==> src/rtl/alu_exec_sequencer.sv <==
// alu_exec_sequencer: four-state execute sequencer feeding ALUmodule from an 8x8 register file,
// with a load-immediate path that bypasses the ALU.
module alu_exec_sequencer #(
    parameter logic [7:0] RESET_VALUE = 8'h00
) (
    input  logic        clk,
    input  logic        reset,
    input  logic        instr_valid,
    output logic        instr_ready,
    input  logic [15:0] instr,
    output logic [2:0]  alu_opcode,
    output logic [7:0]  alu_in1,
    output logic [7:0]  alu_in2,
    input  logic [7:0]  alu_out,
    output logic        wb_valid,
    output logic [2:0]  wb_addr,
    output logic [7:0]  wb_data,
    output logic        zero_flag,
    input  logic [2:0]  dbg_addr,
    output logic [7:0]  dbg_data
);
    typedef enum logic [1:0] {IDLE, DISPATCH, EXECUTE, WRITEBACK} state_t;
    state_t      state_q, state_d;
    logic [15:0] instr_q;
    logic [7:0]  result_q;
    logic [7:0]  rf_q [8];
    logic [2:0]  op_q;
    logic [7:0]  in1_q, in2_q;
    logic        zero_q;
    always_comb begin
        state_d = state_q;
        case (state_q)
            IDLE:     state_d = instr_valid ? (instr[15] ? WRITEBACK : DISPATCH) : IDLE;
            DISPATCH: state_d = EXECUTE;
            EXECUTE:  state_d = WRITEBACK;
            default:  state_d = IDLE;
        endcase
    end
    // The immediate is preloaded into result_q at accept; ALU ops overwrite it in EXECUTE.
    always_ff @(posedge clk) begin
        if (reset) begin
            state_q  <= IDLE;
            instr_q  <= '0;
            result_q <= '0;
            op_q     <= '0;
            in1_q    <= '0;
            in2_q    <= '0;
            zero_q   <= 1'b0;
            for (int i = 0; i < 8; i++) rf_q[i] <= RESET_VALUE;
        end else begin
            state_q <= state_d;
            if (state_q == IDLE && instr_valid) begin
                instr_q  <= instr;
                result_q <= instr[7:0];
            end
            if (state_q == DISPATCH) begin
                op_q  <= instr_q[14:12];
                in1_q <= rf_q[instr_q[8:6]];
                in2_q <= rf_q[instr_q[5:3]];
            end
            if (state_q == EXECUTE) result_q <= alu_out;
            if (state_q == WRITEBACK) begin
                rf_q[instr_q[11:9]] <= result_q;
                zero_q              <= (result_q == 8'h00);
            end
        end
    end
    assign instr_ready = (state_q == IDLE);
    assign alu_opcode  = op_q;
    assign alu_in1     = in1_q;
    assign alu_in2     = in2_q;
    assign wb_valid    = (state_q == WRITEBACK);
    assign wb_addr     = instr_q[11:9];
    assign wb_data     = result_q;
    assign zero_flag   = zero_q;
    assign dbg_data    = rf_q[dbg_addr];
endmodule

==> config.mk <==
export PLATFORM = sky130hd
export DESIGN_NAME = alu_exec_sequencer
export DESIGN_NICKNAME = d
export VERILOG_FILES = /design/src/rtl/alu_exec_sequencer.sv
export SDC_FILE = /design/constraint.sdc
export NUM_CORES = 1
export LEC_CHECK = 0
export BUFFER_PORTS_ARGS = -buffer_cell sky130_fd_sc_hd__buf_2
export CAP_MARGIN = 20
export CORE_ASPECT_RATIO = 1.4
export CORE_MARGIN = 4
export CORE_UTILIZATION = 45
export CTS_BUF_LIST = sky130_fd_sc_hd__clkbuf_16
export CTS_CLUSTER_DIAMETER = 30
export CTS_CLUSTER_SIZE = 24
export DETAILED_ROUTE_END_ITERATION = 8
export GPL_TIMING_DRIVEN = 0
export HOLD_SLACK_MARGIN = 0.08
export PLACE_DENSITY = 0.74
export REMOVE_ABC_BUFFERS = 1
export SKIP_CTS_REPAIR_TIMING = 1
export SLEW_MARGIN = 5
export SYNTH_ARGS = -nofsm -noshare
export SYNTH_HDL_FRONTEND = slang
export SYNTH_SLANG_ARGS = --single-unit
==> constraint.sdc <==
create_clock -name clk -period 2.1 [get_ports clk]
set_input_delay 0.42 -clock clk [delete_from_list [all_inputs] [get_ports clk]]
set_output_delay 0.42 -clock clk [all_outputs]
set_load 0.01 [all_outputs]
==> qor.txt <==
=====================================================================================
Clock tree from TritonCTS                                                         yes
I/O pin count                                                                      71
Hold violation count in the final report                                            0
Clock slew at reported path FFs                                                 70 ps
Starting density of the core                                                    0.461
Routed Antenna Nets                                                                 0
Maximum buffer depth of the clock tree                                              2
Via count of the first global-routing pass                                       4071
Final instance area                                                          6480 um2
Final Total Pwr                                                               5610 uW
Wire per inst                                                                 21.0 um
Endpoint kind of the worst setup timing path                               output pin
DP Worst Slack                                                                -540 ps
Hold WS                                                                        309 ps
Wire length of the first global-routing pass                                  22.1 mm
Top library cells by usage in the layout, fill and taps aside            sky130_fd_sc_hd__and2_1 (65), sky130_fd_sc_hd__edfxtp_1 (64), sky130_fd_sc_hd__buf_2 (62), sky130_fd_sc_hd__nand2_1 (48), sky130_fd_sc_hd__dfxtp_1 (40)
Number of antenna diodes                                                            0
RSZ-0062 raised after global routing                                              yes
Maximum ir drop on the vdd rail                                                524 uV
Mapped Cells                                                                      482
Remaining Overflow, GRT                                                             0
Fraction of final layout cells with drive strength greater than 1               0.331
Final clock skew                                                              9.40 ps
R2R setup slack                                                                 50 ps
Count of routing violations after the opening detailed-route iteration            264
Least-Margin Pin Slew                                                          807 ps
Seq cells post-synth                                                              106
Placement-stage cell area                                                    5980 um2
Run status                                                               finished with violations
DRC Markers                                                                         0
Register area share after synthesis                                             0.482
Min Tclk post-route                                                           2170 ps
Most frequent standard cell in the layout excluding fill and tap cells   sky130_fd_sc_hd__and2_1
Maximum clock frequency                                                       460 MHz
Capture endpoint of the worst hold path                                   instr_q[11]
Weighted congestion at the end of routability-driven global placement           0.863
Start-to-end type of the worst setup path                                     reg2out
Vert. Die Dim                                                                  142 um
Worst flop-to-flop path endpoint                                           rf_q[3][3]
Area added between synthesis and finish                                         13.1%
Final period utilization                                                         1.03
Number of max-cap violations                                                        0
Floorplan core area                                                         12400 um2
Violations in the final reports                                          negative setup slack
Synthesized area                                                             5730 um2
Final setup viols                                                                  14
Final Max Tran Viols                                                                0
Endpoint arrival time on the critical path                                    1750 ps
Chip Width                                                                     103 um
Filler-free cell count of the finished design                                     694
Mapped Avg Cell Area                                                         11.9 um2
Static Leakage                                                             0.00246 uW
Total of buffers placed on input and output ports                                  70
Pin count of the biggest net entering global routing                               56
Type of the tightest min-delay check                                           in2reg
Number of clock buffers inserted by TritonCTS                                       9
Sink Count                                                                        106
Cell chosen for the clock root                                           sky130_fd_sc_hd__clkbuf_16
Maximum level of the CTS H-tree                                                     3
Synthesis Warnings                                                                  0
Critical path peak fanout                                                           3
Crit path launch type                                                            flop
Post-layout nets                                                                  573
Inst Count DP                                                                     666
Post-synth cell types                                                              36
Clock network latency to the later pin of the worst-skew pair                  350 ps
Launch point of the worst hold path                                         instr[11]
Ratio of routed vias to standard cells                                           5.74
Power density over the cells                                               866 nW/um2
First-pass iteration count of the detailed router                                   5
Routed via count                                                                 3985
Final HPWL from detailed placement                                            9.93 mm
Total wire length after detailed routing                                      14.6 mm
All-Layer GR Usage                                                              0.204
Worst Slack Setup Final                                                      -73.0 ps
Total Die Area                                                              14600 um2
Antenna violations before repair                                                    0
WHS Path Cells                                                                      3
Normalized max-slew margin                                                      0.462
Row cnt                                                                            48
Critical path required time                                                   1680 ps
Launch point of the worst reg-to-reg path                                  state_q[0]
Register-to-Register Path Depth                                                     4
=====================================================================================
logic make-up after synthesis:
family / count (synthesis) / share of synthesized area
multiplexers: 91 / 0.203
AO/OA/AOI/OAI: 78 / 0.105
adder cells (fa/ha/maj): 4 / 0.00873
AND/OR/NAND/NOR: 165 / 0.148
flip-flops: 106 / 0.482
buffers and inverters: 38 / 0.0537
synthesized netlist by cell type:
cell                        n  area, um2
sky130_fd_sc_hd__buf_12     6        120
sky130_fd_sc_hd__clkbuf_1  13       48.8
sky130_fd_sc_hd__nand3_1    1       5.00
sky130_fd_sc_hd__a221o_1   12        120
sky130_fd_sc_hd__or2_2      8       50.1
sky130_fd_sc_hd__and2b_2    1       8.76
sky130_fd_sc_hd__a21oi_1   22        110
sky130_fd_sc_hd__nand3b_1   1       7.51
sky130_fd_sc_hd__o221ai_1   4       35.0
sky130_fd_sc_hd__o22ai_1   12       75.1
sky130_fd_sc_hd__nor2_1    29        109
sky130_fd_sc_hd__clkbuf_8   3       41.3
sky130_fd_sc_hd__a22oi_1    4       30.0
sky130_fd_sc_hd__dfxtp_1   42        841
sky130_fd_sc_hd__nand2b_1   4       25.0
sky130_fd_sc_hd__nor4_1     3       18.8
sky130_fd_sc_hd__a21o_1     8       60.1
sky130_fd_sc_hd__and2_1    65        407
sky130_fd_sc_hd__nor3_1     2       10.0
sky130_fd_sc_hd__buf_4      7       52.6
sky130_fd_sc_hd__edfxtp_1  64       1920
sky130_fd_sc_hd__mux2_2    40        450
sky130_fd_sc_hd__mux2i_1   35        350
sky130_fd_sc_hd__clkbuf_2   1       5.00
sky130_fd_sc_hd__a211oi_2  10        125
sky130_fd_sc_hd__nand2_1   48        180
sky130_fd_sc_hd__mux4_2    16        360
sky130_fd_sc_hd__or3b_2     1       8.76
sky130_fd_sc_hd__buf_1      3       11.3
sky130_fd_sc_hd__nor4_2     1       12.5
sky130_fd_sc_hd__buf_6      1       11.3
sky130_fd_sc_hd__buf_2      2       10.0
sky130_fd_sc_hd__a211oi_1   6       45.0
sky130_fd_sc_hd__nor2b_1    1       6.26
sky130_fd_sc_hd__ha_1       4       50.1
sky130_fd_sc_hd__inv_1      2       7.51
worst max-delay path: stages, from the launching register on:
cell and delay [ps]:
sky130_fd_sc_hd__edfxtp_1 420, sky130_fd_sc_hd__mux4_2 560, sky130_fd_sc_hd__mux2_2 290, sky130_fd_sc_hd__buf_2 140
stage by stage:
step	utilization	TNS, ps
floorplan	-	0
global placement	0.480	-38270
detailed placement	0.481	-29990
CTS	0.504	-7260
global route	0.521	-3330
finish	0.521	-226
worst max-delay path by stage:
stage	from	to	slack, ps	depth (start not counted)
floorplan	instr_q[6]	alu_in1[6]	50	4
global placement	reset	rf_q[1][3]	-820	3
detailed placement	reset	rf_q[5][3]	-540	4
CTS	dbg_addr[0]	dbg_data[1]	-350	4
global route	state_q[0]	rf_q[3][3]	-130	4
finish	rf_q[3][1]	dbg_data[1]	-70	3
sequential cells by signal (all words and copies together) (netlist names):
name / flops
alu_in1: 8
alu_in2: 8
alu_opcode: 3
instr_q: 12
rf_q: 64
state_q: 2
wb_data: 8
zero_flag: 1
power by group:
| group | leakage (uW) | total, uW | switching [uW] | internal, uW |
|---|---|---|---|---|
| clock | 0.000144 | 1580 | 720 | 864 |
| sequential | 0.00101 | 2700 | 299 | 2400 |
| combinational | 0.00131 | 1330 | 717 | 611 |
| total | 0.00246 | 5610 | 1740 | 3870 |
cell type report:
class / instances / area, um2
inverter: 2 / 7.51
clock buffer: 10 / 250
timing repair buffer: 82 / 510
fill: 1091 / 5950
sequential: 106 / 2770
clock inverter: 6 / 32.5
tap: 150 / 188
multi-input combinational: 338 / 2720
per-layer routing:
layer	GRT usage	wire [um]	vias up
met3	0.0271	951	30
met4	0.113	563	0
met2	0.362	7710	148
met1	0.230	5350	1915
li1	-	-	1892
met5	0	0	-
Note: power is estimated with default switching activity, not from simulation.
